File: src/rtl/vga_timing_ctrl_p_if.sv
// Purpose: pixel-side bundle of the VGA timing controller (FIFO data in, DAC/timing out).
// Latency: none, wires only.
// Backpressure: none; oRequest is a fetch strobe that the FIFO must honour.
// Ports: iZOOM_MODE, iRed/iGreen/iBlue flow into the controller. oRequest, oVGA_*,
//        oH_Cont/oV_Cont and the row/frame markers flow out of it.
interface vga_timing_ctrl_p_if #(
    parameter int COLOR_W = 8,
    parameter int CNT_W   = 12
);
    logic               iZOOM_MODE;
    logic [COLOR_W-1:0] iRed;
    logic [COLOR_W-1:0] iGreen;
    logic [COLOR_W-1:0] iBlue;
    logic               oRequest;
    logic [COLOR_W-1:0] oVGA_R;
    logic [COLOR_W-1:0] oVGA_G;
    logic [COLOR_W-1:0] oVGA_B;
    logic               oVGA_H_SYNC;
    logic               oVGA_V_SYNC;
    logic               oVGA_BLANK_N;
    logic [CNT_W-1:0]   oH_Cont;
    logic [CNT_W-1:0]   oV_Cont;
    logic               oFrameStart;
    logic               oRowStart;
    logic               oRowRepeat;

    // Controller side.
    modport master (
        input  iZOOM_MODE, iRed, iGreen, iBlue,
        output oRequest, oVGA_R, oVGA_G, oVGA_B, oVGA_H_SYNC, oVGA_V_SYNC,
               oVGA_BLANK_N, oH_Cont, oV_Cont, oFrameStart, oRowStart, oRowRepeat
    );

    // FIFO / DAC side.
    modport slave (
        output iZOOM_MODE, iRed, iGreen, iBlue,
        input  oRequest, oVGA_R, oVGA_G, oVGA_B, oVGA_H_SYNC, oVGA_V_SYNC,
               oVGA_BLANK_N, oH_Cont, oV_Cont, oFrameStart, oRowStart, oRowRepeat
    );
endinterface

File: src/rtl/vga_timing_ctrl_p.sv
// Purpose: parametrised VGA timing generator with look-ahead pixel requests and 2x zoom.
// Latency: oRequest leads pixel consumption by REQ_LEAD cycles; DAC/sync/marker outputs
//          are registered, one cycle behind the counter; oH_Cont/oV_Cont/oRequest are not.
// Backpressure: none; the FIFO must deliver data exactly REQ_LEAD cycles after oRequest.
// Ports: iCLK pixel clock, iRST_N async active-low reset, bus = pixel/DAC bundle (master).
module vga_timing_ctrl_p #(
    parameter int H_ACTIVE = 640,
    parameter int H_FP     = 16,
    parameter int H_SYNC   = 96,
    parameter int H_BP     = 48,
    parameter int V_ACTIVE = 480,
    parameter int V_FP     = 10,
    parameter int V_SYNC   = 2,
    parameter int V_BP     = 33,
    parameter int HS_POL   = 0,
    parameter int VS_POL   = 0,
    parameter int COLOR_W  = 8,
    parameter int REQ_LEAD = 1,
    parameter int CNT_W    = 12
) (
    input logic                  iCLK,
    input logic                  iRST_N,
    vga_timing_ctrl_p_if.master  bus
);
    localparam int H_TOTAL = H_ACTIVE + H_FP + H_SYNC + H_BP;
    localparam int V_TOTAL = V_ACTIVE + V_FP + V_SYNC + V_BP;

    localparam logic [CNT_W-1:0] H_LAST   = CNT_W'(H_TOTAL - 1);
    localparam logic [CNT_W-1:0] V_LAST   = CNT_W'(V_TOTAL - 1);
    localparam logic [CNT_W-1:0] H_ACT    = CNT_W'(H_ACTIVE);
    localparam logic [CNT_W-1:0] V_ACT    = CNT_W'(V_ACTIVE);
    localparam logic [CNT_W-1:0] HS_START = CNT_W'(H_ACTIVE + H_FP);
    localparam logic [CNT_W-1:0] HS_END   = CNT_W'(H_ACTIVE + H_FP + H_SYNC);
    localparam logic [CNT_W-1:0] VS_START = CNT_W'(V_ACTIVE + V_FP);
    localparam logic [CNT_W-1:0] VS_END   = CNT_W'(V_ACTIVE + V_FP + V_SYNC);
    localparam logic [CNT_W-1:0] P_INIT   = CNT_W'(REQ_LEAD);
    localparam logic             HS_ON    = (HS_POL != 0);
    localparam logic             VS_ON    = (VS_POL != 0);

    // Display counter (h, v) and a look-ahead twin (ph, pv) running REQ_LEAD
    // cycles ahead. Because REQ_LEAD < H_TOTAL the twin can start at (REQ_LEAD, 0)
    // and simply count alongside, which gives the wrapped future position for free.
    logic [CNT_W-1:0] h, v, ph, pv;
    logic             zoom_q;
    logic             c_first;   // display counter is still in the post-reset frame
    logic             p_first;   // look-ahead counter is still in the post-reset frame
    logic             p_ahead;   // look-ahead has entered a frame the display has not

    logic [COLOR_W-1:0] red_q, green_q, blue_q;
    logic               hs_q, vs_q, blank_n_q;
    logic               frame_start_q, row_start_q, row_repeat_q;

    logic p_active, c_active, req_zoom, request;

    always_ff @(posedge iCLK or negedge iRST_N) begin
        if (!iRST_N) begin
            h       <= '0;
            v       <= '0;
            ph      <= P_INIT;
            pv      <= '0;
            zoom_q  <= 1'b0;
            c_first <= 1'b1;
            p_first <= 1'b1;
            p_ahead <= 1'b0;
        end else begin
            if (h == H_LAST) begin
                h <= '0;
                v <= (v == V_LAST) ? '0 : v + 1'b1;
            end else begin
                h <= h + 1'b1;
            end

            if (ph == H_LAST) begin
                ph <= '0;
                pv <= (pv == V_LAST) ? '0 : pv + 1'b1;
            end else begin
                ph <= ph + 1'b1;
            end

            // With REQ_LEAD >= 1 these two frame-end events never share a cycle.
            if (ph == H_LAST && pv == V_LAST) begin
                p_first <= 1'b0;
                p_ahead <= 1'b1;
            end
            if (h == H_LAST && v == V_LAST) begin
                zoom_q  <= bus.iZOOM_MODE;
                c_first <= 1'b0;
                p_ahead <= 1'b0;
            end
        end
    end

    // Requests issued for the first REQ_LEAD pixels of a new frame go out before
    // the zoom latch updates; they use the value about to be latched so the
    // per-frame request count matches the mode the frame is displayed in.
    always_comb begin
        p_active = (ph < H_ACT) && (pv < V_ACT);
        c_active = !c_first && (h < H_ACT) && (v < V_ACT);
        req_zoom = p_ahead ? bus.iZOOM_MODE : zoom_q;
        request  = !p_first && p_active && !(req_zoom && ph[0]);
    end

    always_ff @(posedge iCLK or negedge iRST_N) begin
        if (!iRST_N) begin
            red_q         <= '0;
            green_q       <= '0;
            blue_q        <= '0;
            hs_q          <= ~HS_ON;
            vs_q          <= ~VS_ON;
            blank_n_q     <= 1'b0;
            frame_start_q <= 1'b0;
            row_start_q   <= 1'b0;
            row_repeat_q  <= 1'b0;
        end else begin
            hs_q      <= (h >= HS_START && h < HS_END) ? HS_ON : ~HS_ON;
            vs_q      <= (v >= VS_START && v < VS_END) ? VS_ON : ~VS_ON;
            blank_n_q <= c_active;

            // Odd columns in zoom keep the previous pixel: the FIFO was not asked
            // for them, so whatever sits on iRed/iGreen/iBlue is ignored.
            if (!c_active) begin
                red_q   <= '0;
                green_q <= '0;
                blue_q  <= '0;
            end else if (!(zoom_q && h[0])) begin
                red_q   <= bus.iRed;
                green_q <= bus.iGreen;
                blue_q  <= bus.iBlue;
            end

            frame_start_q <= (h == '0) && (v == '0);
            row_start_q   <= (h == '0) && (v < V_ACT);
            row_repeat_q  <= (h == '0) && (v < V_ACT) && zoom_q && v[0];
        end
    end

    assign bus.oRequest     = request;
    assign bus.oVGA_R       = red_q;
    assign bus.oVGA_G       = green_q;
    assign bus.oVGA_B       = blue_q;
    assign bus.oVGA_H_SYNC  = hs_q;
    assign bus.oVGA_V_SYNC  = vs_q;
    assign bus.oVGA_BLANK_N = blank_n_q;
    assign bus.oH_Cont      = h;
    assign bus.oV_Cont      = v;
    assign bus.oFrameStart  = frame_start_q;
    assign bus.oRowStart    = row_start_q;
    assign bus.oRowRepeat   = row_repeat_q;
endmodule

File: src/flat_wrapper.sv
// flat-port wrapper written by rule: the top's interface ports become plain ports
module vga_timing_ctrl_p_flat 
#(
    parameter int H_ACTIVE = 640,
    parameter int H_FP     = 16,
    parameter int H_SYNC   = 96,
    parameter int H_BP     = 48,
    parameter int V_ACTIVE = 480,
    parameter int V_FP     = 10,
    parameter int V_SYNC   = 2,
    parameter int V_BP     = 33,
    parameter int HS_POL   = 0,
    parameter int VS_POL   = 0,
    parameter int COLOR_W  = 8,
    parameter int REQ_LEAD = 1,
    parameter int CNT_W    = 12
)
  (iCLK, iRST_N, bus_iZOOM_MODE, bus_iRed, bus_iGreen, bus_iBlue, bus_oRequest, bus_oVGA_R, bus_oVGA_G, bus_oVGA_B, bus_oVGA_H_SYNC, bus_oVGA_V_SYNC, bus_oVGA_BLANK_N, bus_oH_Cont, bus_oV_Cont, bus_oFrameStart, bus_oRowStart, bus_oRowRepeat);
  vga_timing_ctrl_p_if #(.COLOR_W(COLOR_W), .CNT_W(CNT_W)) bus_i ();
  input logic iCLK;
  input logic iRST_N;
  input wire logic [$bits(bus_i.iZOOM_MODE)-1:0] bus_iZOOM_MODE;
  input wire logic [$bits(bus_i.iRed)-1:0] bus_iRed;
  input wire logic [$bits(bus_i.iGreen)-1:0] bus_iGreen;
  input wire logic [$bits(bus_i.iBlue)-1:0] bus_iBlue;
  output wire logic [$bits(bus_i.oRequest)-1:0] bus_oRequest;
  output wire logic [$bits(bus_i.oVGA_R)-1:0] bus_oVGA_R;
  output wire logic [$bits(bus_i.oVGA_G)-1:0] bus_oVGA_G;
  output wire logic [$bits(bus_i.oVGA_B)-1:0] bus_oVGA_B;
  output wire logic [$bits(bus_i.oVGA_H_SYNC)-1:0] bus_oVGA_H_SYNC;
  output wire logic [$bits(bus_i.oVGA_V_SYNC)-1:0] bus_oVGA_V_SYNC;
  output wire logic [$bits(bus_i.oVGA_BLANK_N)-1:0] bus_oVGA_BLANK_N;
  output wire logic [$bits(bus_i.oH_Cont)-1:0] bus_oH_Cont;
  output wire logic [$bits(bus_i.oV_Cont)-1:0] bus_oV_Cont;
  output wire logic [$bits(bus_i.oFrameStart)-1:0] bus_oFrameStart;
  output wire logic [$bits(bus_i.oRowStart)-1:0] bus_oRowStart;
  output wire logic [$bits(bus_i.oRowRepeat)-1:0] bus_oRowRepeat;
  assign bus_i.iZOOM_MODE = bus_iZOOM_MODE;
  assign bus_i.iRed = bus_iRed;
  assign bus_i.iGreen = bus_iGreen;
  assign bus_i.iBlue = bus_iBlue;
  assign bus_oRequest = bus_i.oRequest;
  assign bus_oVGA_R = bus_i.oVGA_R;
  assign bus_oVGA_G = bus_i.oVGA_G;
  assign bus_oVGA_B = bus_i.oVGA_B;
  assign bus_oVGA_H_SYNC = bus_i.oVGA_H_SYNC;
  assign bus_oVGA_V_SYNC = bus_i.oVGA_V_SYNC;
  assign bus_oVGA_BLANK_N = bus_i.oVGA_BLANK_N;
  assign bus_oH_Cont = bus_i.oH_Cont;
  assign bus_oV_Cont = bus_i.oV_Cont;
  assign bus_oFrameStart = bus_i.oFrameStart;
  assign bus_oRowStart = bus_i.oRowStart;
  assign bus_oRowRepeat = bus_i.oRowRepeat;
  vga_timing_ctrl_p #(.H_ACTIVE(H_ACTIVE), .H_FP(H_FP), .H_SYNC(H_SYNC), .H_BP(H_BP), .V_ACTIVE(V_ACTIVE), .V_FP(V_FP), .V_SYNC(V_SYNC), .V_BP(V_BP), .HS_POL(HS_POL), .VS_POL(VS_POL), .COLOR_W(COLOR_W), .REQ_LEAD(REQ_LEAD), .CNT_W(CNT_W)) u_core (.iCLK(iCLK), .iRST_N(iRST_N), .bus(bus_i));
endmodule
File: config.mk
export PLATFORM = sky130hd
export DESIGN_NAME = vga_timing_ctrl_p_flat
export DESIGN_NICKNAME = d
export VERILOG_FILES = /design/src/rtl/vga_timing_ctrl_p_if.sv /design/src/rtl/vga_timing_ctrl_p.sv /design/src/flat_wrapper.sv
export SDC_FILE = /design/constraint.sdc
export NUM_CORES = 1
export LEC_CHECK = 0
export ABC_CLOCK_PERIOD_IN_PS = 4900
export CORE_UTILIZATION = 68
export DETAILED_ROUTE_END_ITERATION = 10
export DONT_BUFFER_PORTS = 1
export MAX_ROUTING_LAYER = met4
export PLACE_DENSITY_LB_ADDON = 0.2
export SLEW_MARGIN = 10
export SYNTH_ARGS = -nofsm -noshare
export SYNTH_HDL_FRONTEND = slang
export SYNTH_SLANG_ARGS = --single-unit
File: constraint.sdc
create_clock -name iCLK -period 4.9 [get_ports iCLK]
set_clock_uncertainty 0.1 [all_clocks]
set_input_delay 0.735 -clock iCLK [delete_from_list [all_inputs] [get_ports iCLK]]
set_output_delay 0.735 -clock iCLK [all_outputs]
set_load 0.02 [all_outputs]
---- Yosys cells after proc, flatten, opt, wreduce, memory -nomap -nowiden ----
Cells that the tools add are included.
operators by class
  equal/unequal tests ..................... 5
  mux-type cells .......................... 15
  reductions and logical operators ........ 21
  add/sub/neg operators ................... 4
  order comparisons ....................... 8
operator list
  cell                   number
  $add 12x1->12 const B  4
  $eq 12x10->1 const B   4
  $mux 12                4
  $mux 8                 6
  $lt 12x10->1 const B   3
  $lt 12x9->1 const B    3
  $logic_not 12->1       2
  $logic_and 1x1->1      15
  $ge 12x10->1 const B   1
  $ge 12x9->1 const B    1
  $mux 1                 5
  $logic_not 1->1        3
  $ne 2x2->1 const B     1
  $reduce_bool 2->1      1
word-level totals
  input bits .............................. 27
  output and inout bits ................... 55
  bits in registers ....................... 82
  word-level logic and storage cells ...... 70

---- Depth between registers and ports, before layout ----
Gate-level depths: netlist (run 1).
  depth in word-level cells ............... 4
  gate-level depth with buffers ........... 7

---- Least setup slack after synthesis (run 1) ----
Ideal clock, no wire load.
  kind .................................... input port to output port
  from .................................... input port bus_iZOOM_MODE
  to ...................................... output port bus_oRequest
  arrival time ............................ 1564 ps
  setup slack ............................. 2501 ps
  path buffers ............................ 0
  stages on the path ...................... 2
  required time ........................... 4065 ps
  cell sequence ........................... mux2_2 -> a211oi_1
between the ends
  longest elaborated chain between the ends .. 4
ends and longest elaborated chain
  element            line                      RTL
  start, declared    flat_wrapper.sv:22        input wire logic [$bits(bus_i.iZOOM_MODE)-1:0] bus_iZOOM_MODE;
  $mux 1             vga_timing_ctrl_p.sv:99   req_zoom = p_ahead ? bus.iZOOM_MODE : zoom_q;
  $logic_and 1x1->1  vga_timing_ctrl_p.sv:100  request = !p_first && p_active && !(req_zoom && ph[0]);
  $logic_not 1->1    vga_timing_ctrl_p.sv:100
  $logic_and 1x1->1  vga_timing_ctrl_p.sv:100
  end, declared      flat_wrapper.sv:26        output wire logic [$bits(bus_i.oRequest)-1:0] bus_oRequest;
No other way between the ends.

---- Worst setup path in the final report (run 1) ----
  from .................................... register u_core.h[0], in the netlist u_core.bus.oH_Cont[0]
  to ...................................... register u_core.zoom_q
between the ends
  longest elaborated chain between the ends .. 2
ends and longest elaborated chain
  element                 line                     RTL
  start, declared         vga_timing_ctrl_p.sv:43  logic [CNT_W-1:0] h, v, ph, pv;
  start signal, assigned  vga_timing_ctrl_p.sv:70  h <= h + 1'b1;
  $eq 12x10->1            vga_timing_ctrl_p.sv:85  if (h == H_LAST && v == V_LAST) begin
  $logic_and 1x1->1       vga_timing_ctrl_p.sv:85
  end signal, assigned    vga_timing_ctrl_p.sv:86  zoom_q <= bus.iZOOM_MODE;
  end, declared           vga_timing_ctrl_p.sv:44  logic zoom_q;
No other way between the ends.
A chain may end at the register's enable or synchronous reset.

==> results.md, run 1 <==
* Post-Place Setup Slack at 2240 ps
* Share of the synthesized area in the top cell type at about half
* Area taken by flip-flops and latches at approximately 2100 sq um
* Clk slew on worst S/H paths at around 80 ps
* Number of enable-type register cells in the synthesized netlist at 0
* Drt pass-1 iters at 5
* Pin count of the biggest net entering global routing at approximately 80
* Number of hold violations in the final report at 0
* Overflow left after global routing at 0
* Cell types with the largest area share after synthesis: sky130_fd_sc_hd__dfrtp_1 50%, sky130_fd_sc_hd__nand2_1 6.9%, sky130_fd_sc_hd__a21oi_1 4.2%, sky130_fd_sc_hd__xor2_1 3.7%, sky130_fd_sc_hd__dfstp_2 3.4%
* Highest achievable clock rate at ~370 MHz
* Number of max-capacitance violations reported at 0
* Switching Fraction at a little over a fifth
* Number of warnings issued by yosys at 0
* Sinks on the clock net at between 80 and 90
* Pwr per Cell Area at roughly 300 nW/um^2
* Antenna viol nets, final at 0
* Post-detailed-route wirelength per cell at ~17 microns
* Number of fill cells in the layout at ~370
* Depth of the CTS H-tree at 3
* Clock buffer count from CTS at 9
* CP Launch Type: flip-flop
* Largest fanout on the critical path at 15
* Half-perimeter wire length after detailed placement at approximately 5100 microns
* Fraction of registers with async set or reset after synthesis at 100%
* Worst EP arrival at roughly 2800 ps
* Critical path endpoint category: flip-flop
* Unrepaired setup endpoints after global routing: false
* Shortest period the worst path allows at 2680 ps
* Post-synthesis register bit count at 82
* Number of core rows at 26
* Latest clock arrival within the worst-skew pair at ~340 ps
* Critical Path RT at 5030 ps
* Number of ports placed on the die boundary at 82
* Placer congestion estimate at 0.859
* Outcome: finished, final reports clean
* Number of library cell types mapped by synthesis at between 40 and 50
* Int Power at around 950 uW
* Die footprint at slightly below 6000 sq um
* Switching pwr at ~260 uW
* Gr usage total at 28.9%
* Drt initial violations at 226
* Sequential cell fraction of total power at between 50 and 60%
* Area occupied by multi-input gates at between 1500 and 2000 sq um
* Effective utilization at floorplan at about 73%
* Category of the most critical setup path: reg2reg
* Worst min-delay path class: in2async
* Number of nets produced by synthesis at between 400 and 500
* Setup TNS after final layout at 0 ps
* DRC Markers at 0
* Mean post-synth cell area at about 9.8 sq um
* Ranking of synthesized cells by instance count: 77 x sky130_fd_sc_hd__dfrtp_1, 70 x sky130_fd_sc_hd__nand2_1, 32 x sky130_fd_sc_hd__a21oi_1, 22 x sky130_fd_sc_hd__nand3_1, 22 x sky130_fd_sc_hd__nor2_1
* Worst slew margin relative to its limit at between 30% and 40%
* Die Height at between 70 and 80 microns
* Vias in the first global route at between 2000 and 3000
* Sequential-to-total area share from yosys stat at between 50% and 60%
* Layout cells sized above 1 at under 10%
* Total via count after detailed routing at 2858
* Setup violators final at 0
* Transition time of the tightest slew-check pin at roughly 950 ps
* Maximum number of buffers from clock root to sink at 2
* Post-Synthesis Cells at between 300 and 400
* Maximum VDD drop at around 0.00017 V
* Total wire length after detailed routing at 7790 microns
* Max-slew violations at 0
* Logic pwr share at 2.1%
* Port Buffer Count at 0
* Total number of nets in the final design at about 430
* P&R area growth vs syn at 6.80%
* Placeable core area at 5270 sq um
* Count of inserted antenna diode cells at 0
* Final setup margin at between 2000 and 2500 ps
* Static Leakage at 1.84 nW
* Largest area contributor in the netlist: sky130_fd_sc_hd__dfrtp_1
* TritonCTS clock tree: built
* Fin crit share at between 50 and 60%
* First-pass GRT wire length at between 10000 and 15000 microns
* Detail-routed via count per cell at 6.13
* Fraction of power consumed by the clock network at between 40% and 50%
* Buffer type at the clock tree root: sky130_fd_sc_hd__clkbuf_8
* Most instantiated flip-flop cell in the synthesis netlist: sky130_fd_sc_hd__dfrtp_1
* Initial antenna violation count at 0
* Dominant cell by count in the synthesized netlist: sky130_fd_sc_hd__dfrtp_1
* Synthesized area at 3820 sq um
* Horizontal extent of the die at around 77 microns
per-stage QoR:
stage          total power, mW  std cells  utilization [%]  hold WS [ps]  cell area (sq um)
6_report                  1.22        466             77.5           129               4090
5_1_grt                   1.26        466             77.5           109               4090
4_1_cts                   1.23        466             77.5           124               4090
3_5_place_dp             0.730        449             73.1           341               3850
3_3_place_gp             0.729        449             73.1           341               3850
2_1_floorplan            0.727        392                -           339               3820
what timing repair did:
item / CTS / global route
endpoints found under the hold margin: 77 / 0
gates resized for setup: 0 / 0
hold buffers: 1 / 0
buffers inserted: 0 / 0
critical path: stages (launching register included):
cell	delay, ps
sky130_fd_sc_hd__dfrtp_1	560
sky130_fd_sc_hd__ha_1	320
sky130_fd_sc_hd__nand4_4	160
sky130_fd_sc_hd__or4b_1	790
sky130_fd_sc_hd__nor2_1	280
sky130_fd_sc_hd__mux2_2	370
worst paths after layout:
check | start | to | slack (ps) | cells after the start
worst max-delay path | u_core.bus.oH_Cont[0]$_DFF_PN0_ | u_core.zoom_q$_DFFE_PN0P_ | 2220 | 5
worst min-delay path | iRST_N | u_core.bus.oVGA_H_SYNC$_DFF_PN1_ | 130 | 0
worst max register to register | u_core.bus.oH_Cont[0]$_DFF_PN0_ | u_core.zoom_q$_DFFE_PN0P_ | 2220 | 5
worst min register to register | u_core.p_first$_DFFE_PN1P_ | u_core.p_first$_DFFE_PN1P_ | 390 | 1
max in group asynchronous | iRST_N | u_core.bus.oV_Cont[5]$_DFFE_PN0N_ | 4240 | 1
min in group iCLK | u_core.p_first$_DFFE_PN1P_ | u_core.p_first$_DFFE_PN1P_ | 390 | 1
sequential cells by signal, summed over array words and instances (netlist names):
signal	cells
u_core.bus.oFrameStart	1
u_core.bus.oH_Cont	12
u_core.bus.oRowRepeat	1
u_core.bus.oRowStart	1
u_core.bus.oVGA_B	8
u_core.bus.oVGA_BLANK_N	1
u_core.bus.oVGA_G	8
u_core.bus.oVGA_H_SYNC	1
u_core.bus.oVGA_R	8
u_core.bus.oVGA_V_SYNC	1
u_core.bus.oV_Cont	12
u_core.c_first	1
u_core.p_ahead	1
u_core.p_first	1
u_core.ph	12
u_core.pv	12
u_core.zoom_q	1
logic make-up after synthesis:
group | after synthesis | share of synthesized area, %
adders and majority gates | 7 | 2.29
buffers and inverters | 29 | 3.21
AOI/OAI and AO/OA | 60 | 8.44
and+or+nand+nor | 184 | 25.2
muxes | 4 | 1.14
DFF | 82 | 53.8
xor gates and xnor gates | 26 | 5.95
area by class of cell:
class / count / share of cell area [%]
multi-input cells: 281 / 40.2
clock buffers: 11 / 3.71
well taps: 70 / 2.14
clock inverters: 5 / 1.29
repair buffers: 2 / 0.858
flip-flops and latches: 82 / 50.4
inverters: 15 / 1.38
power by group through the flow:
stage / clock network, mW / registers [mW] / logic, mW
CTS: 0.495 / 0.706 / 0.0257
finish: 0.488 / 0.706 / 0.0251
global placement: 0 / 0.719 / 0.00993
floorplan: 0 / 0.718 / 0.00927
detailed placement: 0 / 0.719 / 0.0111
global route: 0.528 / 0.707 / 0.0294
metal layers:
layer  GRT usage (%)  part of all wire, %  up-vias
met4            10.8                  1.3        0
met2            46.3                   49      105
met3            7.50                  8.1       13
met5               -                    0        -
li1                -                    -     1359
met1            35.5                   42     1381
cell usage in the layout, fill, tap and decap left out, types with 10 or more instances in the layout:
cell                       netlist  final
sky130_fd_sc_hd__dfrtp_1        77     77
sky130_fd_sc_hd__nand2_1        70     70
sky130_fd_sc_hd__a21oi_1        32     32
sky130_fd_sc_hd__nand3_1        22     22
sky130_fd_sc_hd__nor2_1         22     22
sky130_fd_sc_hd__o21ai_0        20     20
sky130_fd_sc_hd__xor2_1         16     16
sky130_fd_sc_hd__inv_1          15     15
sky130_fd_sc_hd__nor3_1         13     13
sky130_fd_sc_hd__clkbuf_8        0     11
sky130_fd_sc_hd__nand4_1        10     10
sky130_fd_sc_hd__xnor2_1        10     10
Power figures use the tool's default switching activity.
==> run 2: changes to the inputs <==
--- a/config.mk
+++ b/config.mk
@@ -5,8 +5,8 @@
 export SDC_FILE = /design/constraint.sdc
 export NUM_CORES = 1
 export LEC_CHECK = 0
-export ABC_CLOCK_PERIOD_IN_PS = 4900
-export CORE_UTILIZATION = 68
+export ABC_CLOCK_PERIOD_IN_PS = 2700
+export CORE_UTILIZATION = 63
 export DETAILED_ROUTE_END_ITERATION = 10
 export DONT_BUFFER_PORTS = 1
 export MAX_ROUTING_LAYER = met4
==> constraint.sdc (replaced) <==
create_clock -name iCLK -period 2.7 [get_ports iCLK]
set_clock_uncertainty 0.1 [all_clocks]
set_input_delay 0.405 -clock iCLK [delete_from_list [all_inputs] [get_ports iCLK]]
set_output_delay 0.405 -clock iCLK [all_outputs]
set_load 0.02 [all_outputs]
==> results.md, run 2 (same netlist as run 1, synthesis figures left out) <==
* Max-slew violations at 0
* Sinks on the clock net at between 80 and 90
* Gr usage total at a little over a quarter
* Overflow left after global routing at 0
* Worst min-delay path class: in2reg
* Critical Path RT at between 2000 and 3000 ps
* Area occupied by multi-input gates at about 1600 sq um
* Layout cells sized above 1 at ~11%
* Buffer type at the clock tree root: sky130_fd_sc_hd__clkbuf_8
* Antenna viol nets, final at 0
* Horizontal extent of the die at ~80 microns
* Setup TNS after final layout at 0 ps
* Fin crit share at 90.0%
* Placeable core area at slightly below 6000 sq um
* Die footprint at between 6000 and 7000 sq um
* Drt initial violations at between 150 and 200
* Largest fanout on the critical path at 15
* Total via count after detailed routing at slightly below 3000
* Worst Reg2Reg Path Length in Cells at 5
* Total wire length after detailed routing at approximately 8000 microns
* Launching point of the worst reg2reg path: u_core.bus.oH_Cont[0]$_DFF_PN0_
* Transition time of the tightest slew-check pin at between 800 and 900 ps
* Switching Fraction at 21.5%
* Maximum VDD drop at ~0.0004 V
* Total number of nets in the final design at around 440
* Maximum number of buffers from clock root to sink at 2
* Dpl cells at 469
* Post-Place Setup Slack at roughly 300 ps
* Initial antenna violation count at 0
* Port Buffer Count at 0
* Int Power at 1.80 mW
* Crit. Startpoint: u_core.bus.oH_Cont[0]$_DFF_PN0_
* DRC Markers at 0
* Pin count of the biggest net entering global routing at between 80 and 90
* Latest clock arrival within the worst-skew pair at between 300 and 400 ps
* WHS at 78.9 ps
* P&R area growth vs syn at 10.6%
* Placer congestion estimate at 0.912
* Timing endpoint of the critical path: u_core.zoom_q$_DFFE_PN0P_
* TritonCTS clock tree: built
* Number of fill cells in the layout at ~420
* Final setup margin at between 200 and 300 ps
* First-pass GRT wire length at ~13000 microns
* Number of ports placed on the die boundary at between 80 and 90
* Maximum cell stage delay along the critical path at just under 800 ps
* Number of hold violations in the final report at 0
* Fraction of power consumed by the clock network at about 42%
* Commonest cells after routing, fill and taps aside: 77 x sky130_fd_sc_hd__dfrtp_1, 70 x sky130_fd_sc_hd__nand2_1, 32 x sky130_fd_sc_hd__a21oi_1, 22 x sky130_fd_sc_hd__nand3_1, 22 x sky130_fd_sc_hd__nor2_1
* Category of the most critical setup path: reg2reg
* Area taken by flip-flops and latches at between 2000 and 2500 sq um
* Sequential cell fraction of total power at a little under three fifths
* Slowest stage cell on the critical path: sky130_fd_sc_hd__or4b_1
* Critical path endpoint category: flip-flop
* Highest achievable clock rate at just over 400 MHz
* Worst slew margin relative to its limit at between 40 and 50%
* Count of inserted antenna diode cells at 0
* Vias in the first global route at roughly 2700
* Worst EP arrival at roughly 2600 ps
* Commonest non-fill, non-tap cell in the layout: sky130_fd_sc_hd__dfrtp_1
* Post-detailed-route wirelength per cell at approximately 16 microns
* Shortest period the worst path allows at 2430 ps
* Die Height at ~80 microns
* Share of the core filled with cells in the final layout at between 70 and 80%
* Capturing point of the worst reg2reg path: u_core.zoom_q$_DFFE_PN0P_
* Switching pwr at a little under 500 uW
* Setup violators final at 0
* Clock buffer count from CTS at 9
* Half-perimeter wire length after detailed placement at roughly 5400 microns
* Drt pass-1 iters at 4
* Depth of the CTS H-tree at 3
* Number of core rows at 28
* Static Leakage at slightly below 2 nW
* Post-route non-filler standard cell count at slightly below 500
* Logic pwr share at under 10%
* Worst reg-to-reg setup slack at approximately 270 ps
* Clk slew on worst S/H paths at 80 ps
* Effective utilization at floorplan at approximately two thirds
* Outcome: finished, final reports clean
* Unrepaired setup endpoints after global routing: false
* CP Launch Type: flip-flop
* Cell breakdown of the critical path: ha_1 > nand4_4 > or4b_1 > nor2_1 > mux2_2
* Number of max-capacitance violations reported at 0
* Detail-routed via count per cell at 5.97
* Pwr per Cell Area at approximately 540 nW/um^2
run 2: cell types whose count changed in the layout (fill, tap and decap cells not counted):
cell / previous run / this run
sky130_fd_sc_hd__clkbuf_8: 11 / 10
sky130_fd_sc_hd__clkbuf_1: 0 / 1
sky130_fd_sc_hd__clkinv_2: 3 / 2
sky130_fd_sc_hd__buf_4: 1 / 16
sky130_fd_sc_hd__dlygate4sd3_1: 0 / 1
sky130_fd_sc_hd__bufinv_16: 1 / 2
run 2: worst min path at each step:
stage                            start                          endpoint  slack [ps]  cells after the start
after floorplan                 iRST_N  u_core.bus.oFrameStart$_DFF_PN0_           9                      0
after global placement          iRST_N  u_core.bus.oVGA_B[2]$_DFFE_PN0P_          10                      0
after detailed placement        iRST_N  u_core.bus.oVGA_B[2]$_DFFE_PN0P_          10                      0
after CTS                 bus_iBlue[2]  u_core.bus.oVGA_B[2]$_DFFE_PN0P_          70                      2
after global routing       bus_iRed[0]  u_core.bus.oVGA_R[0]$_DFFE_PN0P_          70                      2
final                     bus_iBlue[3]  u_core.bus.oVGA_B[3]$_DFFE_PN0P_          80                      2
run 2: final cells by class:
cell class,count,area share [%]
clock inverter,5,1.83
timing repair buffer,18,3.73
sequential,82,48.7
tap,75,2.22
inverter,15,1.33
clock buffer,11,3.34
multi-input combinational,281,38.9
run 2: worst max-delay path, delay by kind of cell (launching register included):
kind	cells	cell delay, ps
flip-flops	1	350
adder cells (fa/ha/maj)	1	250
multiplexers	1	370
AND/OR/NAND/NOR	3	1240
run 2: per-layer routing:
metal | wire length, microns | share of wire, % | vias up | GRT usage (%)
li1 | - | - | 1388 | -
met1 | 3410 | 44 | 1412 | 34.5
met2 | 3670 | 47 | 97 | 42.4
met3 | 575 | 7.4 | 12 | 7.20
met4 | 133 | 1.7 | 0 | 11.4
met5 | 0 | 0 | - | -
run 2: what timing repair did:
action | 4_1_cts | 5_1_grt
hold endpoints to repair | 82 | 0
setup endpoints to repair | 0 | 0
hold buffers | 2 | 0
setup buffers | 0 | 0
resized for setup | 0 | 0
run 2: power by group through the flow:
stage          Clock [mW]  Sequential [mW]  Combinational (mW)
6_report            0.969             1.28              0.0488
5_1_grt              1.04             1.28              0.0573
4_1_cts             0.983             1.28              0.0501
3_5_place_dp            0             1.31              0.0205
3_3_place_gp            0             1.30              0.0186
2_1_floorplan           0             1.30              0.0168
run 2: stage by stage:
stage          area [sq um]  total power [mW]
4_1_cts                4230              2.31
2_1_floorplan          3820              1.32
6_report               4230              2.30
5_1_grt                4230              2.38
3_3_place_gp           3970              1.32
3_5_place_dp           3970              1.33
==> run 3: changes to the inputs <==
--- a/config.mk
+++ b/config.mk
@@ -5,8 +5,8 @@
 export SDC_FILE = /design/constraint.sdc
 export NUM_CORES = 1
 export LEC_CHECK = 0
-export ABC_CLOCK_PERIOD_IN_PS = 2700
-export CORE_UTILIZATION = 63
+export ABC_CLOCK_PERIOD_IN_PS = 1900
+export CORE_UTILIZATION = 57
 export DETAILED_ROUTE_END_ITERATION = 10
 export DONT_BUFFER_PORTS = 1
 export MAX_ROUTING_LAYER = met4
==> constraint.sdc (replaced) <==
create_clock -name iCLK -period 1.9 [get_ports iCLK]
set_clock_uncertainty 0.1 [all_clocks]
set_input_delay 0.285 -clock iCLK [delete_from_list [all_inputs] [get_ports iCLK]]
set_output_delay 0.285 -clock iCLK [all_outputs]
set_load 0.02 [all_outputs]
==> results.md, run 3 (same netlist as run 1, synthesis figures left out) <==
* Outcome: complete, but fails checks
* Violations in the final reports: design-rule violations, negative hold slack, negative setup slack
* Clock buffer count from CTS at 9
* Capturing point of the worst reg2reg path: u_core.bus.oV_Cont[4]$_DFFE_PN0N_
* Setup TNS after final layout at -1090 ps
* Crit. Startpoint: u_core.bus.oH_Cont[11]$_DFF_PN0_
* Maximum number of buffers from clock root to sink at 2
* Worst Reg2Reg Path Length in Cells at 4
* Setup violators final at 17
* Hold-fix buffers, CTS at 25
* Total number of nets in the final design at 519
* Placement-stage cell area at between 4000 and 5000 sq um
* Shortest period the worst path allows at a little over 2000 ps
* Worst reg-to-reg setup slack at -170 ps
* Maximum cell stage delay along the critical path at 580 ps
* Overflow left after global routing at 0
* Number of ports placed on the die boundary at 82
* TritonCTS clock tree: built
* Port Buffer Count at 0
* Clk slew on worst S/H paths at approximately 80 ps
* Latest clock arrival within the worst-skew pair at 350 ps
* Total wire length after detailed routing at slightly below 10000 microns
* Total via count after detailed routing at 3360
* Placer congestion estimate at between 0.8 and 0.9
* Depth of the CTS H-tree at 3
* Static Leakage at roughly 2.3 nW
* Transition time of the tightest slew-check pin at around 430 ps
* Sum of buffers and inverters on the critical path at 0
* Buffer type at the clock tree root: sky130_fd_sc_hd__clkbuf_8
* Die Height at about 84 microns
* Critical path endpoint category: flip-flop
* Count of inserted antenna diode cells at 0
* Fin crit share at 109%
* WHS at -478 ps
* Commonest non-fill, non-tap cell in the layout: sky130_fd_sc_hd__dfrtp_1
* Vias in the first global route at between 3000 and 4000
* Detail-routed via count per cell at about 5.9
* Max-slew violations at 0
* Half-perimeter wire length after detailed placement at ~6000 microns
* Number of hold violations in the final report at between 80 and 90
* Post-route non-filler standard cell count at 567
* Post-route cell area at just over 5000 sq um
* Antenna viol nets, final at 0
* Launching point of the worst reg2reg path: u_core.bus.oH_Cont[11]$_DFF_PN0_
* Placeable core area at between 6000 and 7000 sq um
* Area taken by flip-flops and latches at about 2100 sq um
* Worst slew margin relative to its limit at 71.3%
* Pin count of the biggest net entering global routing at between 80 and 90
* DRC Markers at 24
* Post-Place Setup Slack at -242 ps
* Slowest stage cell on the critical path: sky130_fd_sc_hd__or4b_4
* Drt pass-1 iters at 10
* Drt initial violations at around 280
* Initial antenna violation count at 0
* Maximum VDD drop at around 0.00035 V
* Horizontal extent of the die at between 80 and 90 microns
* First-pass GRT wire length at approximately 16000 microns
* Pwr per Cell Area at ~600 nW/um^2
* Post-detailed-route wirelength per cell at ~17 microns
* Category of the most critical setup path: reg2reg
* CP Launch Type: flip-flop
* Top delay family on crit path: simple AND/OR/NAND/NOR gates
* Worst min-delay path class: in2async
* Area occupied by multi-input gates at 1820 sq um
* Critical Path RT at between 2000 and 2500 ps
* Die footprint at about 7000 sq um
* Dpl cells at ~500
* Sinks on the clock net at roughly 80
* Number of max-capacitance violations reported at 0
* P&R area growth vs syn at 31.6%
* Number of core rows at 29
* Worst EP arrival at 2240 ps
* Highest achievable clock rate at just under 500 MHz
* Largest fanout on the critical path at 7
* Unrepaired setup endpoints after global routing: true
* Final setup margin at -169 ps
* Cell breakdown of the critical path: nor4_4 > or4b_4 > or4b_1 > o21ai_1
* Effective utilization at floorplan at 59.6%
* Number of fill cells in the layout at ~400
* Gr usage total at approximately 30%
* Total Power Consumption at 3.00 mW
* Commonest cells after routing, fill and taps aside: 73 x sky130_fd_sc_hd__dfrtp_1, 70 x sky130_fd_sc_hd__nand2_1, 62 x sky130_fd_sc_hd__buf_4, 31 x sky130_fd_sc_hd__a21oi_1, 25 x sky130_fd_sc_hd__dlygate4sd3_1
* Layout cells sized above 1 at a little over a quarter
-- run 3: changes by cell type in the layout (fill, tap and decap cells not counted), sizes merged --
cell	before	now
dlygate4sd3	1	25
clkdlybuf4s15	0	1
buf	17	70
bufinv	2	0
clkinvlp	1	2
clkinv	2	3
-- run 3: where the power goes --
group	total [mW]	switching [mW]	leakage, nW	internal [mW]
registers	1.82	0.0518	1.04	1.77
logic	0.0742	0.0256	1.20	0.0486
clock network	1.10	0.596	0.0851	0.504
total	3.00	0.674	2.32	2.32
-- run 3: worst max-delay path by stage --
stage | slack [ps] | depth (start not counted) | endpoint
floorplan | -200 | 6 | u_core.bus.oV_Cont[4]$_DFFE_PN0N_
global placement | -220 | 4 | u_core.bus.oV_Cont[4]$_DFFE_PN0N_
detailed placement | -240 | 4 | u_core.bus.oV_Cont[4]$_DFFE_PN0N_
CTS | -150 | 4 | u_core.bus.oV_Cont[4]$_DFFE_PN0N_
global route | -220 | 4 | u_core.bus.oV_Cont[4]$_DFFE_PN0N_
finish | -170 | 4 | u_core.bus.oV_Cont[4]$_DFFE_PN0N_
-- run 3: cell type report --
| cell class | instances | share of cell area (%) |
|---|---|---|
| clock buffers | 11 | 2.81 |
| clock inverters | 5 | 0.597 |
| inverters | 15 | 1.12 |
| multi-input cells | 281 | 36.2 |
| flip-flops and latches | 82 | 41.0 |
| well taps | 77 | 1.91 |
| repair buffers | 96 | 16.4 |
-- run 3: what timing repair did --
| item | 4_1_cts | 5_1_grt |
|---|---|---|
| pin swaps | 8 | 4 |
| setup endpoints to repair | 24 | 40 |
| buffers inserted | 11 | 2 |
| cloned | 0 | 1 |
| gates resized for setup | 17 | 20 |
| endpoints found under the hold margin | 107 | 82 |
-- run 3: routing by layer --
layer | vias to the layer above | global-route usage, % | wire length (microns)
met5 | - | - | 0
met4 | 0 | 12.1 | 182
met3 | 25 | 5.74 | 670
met2 | 153 | 49.3 | 4900
met1 | 1633 | 35.6 | 3930
li1 | 1549 | - | -
-- run 3: metrics by stage --
step	util, %	hold slack [ps]
floorplan	-	-111
global placement	68.0	-109
detailed placement	68.0	-109
CTS	76.6	-488
global route	78.4	-495
finish	78.4	-478
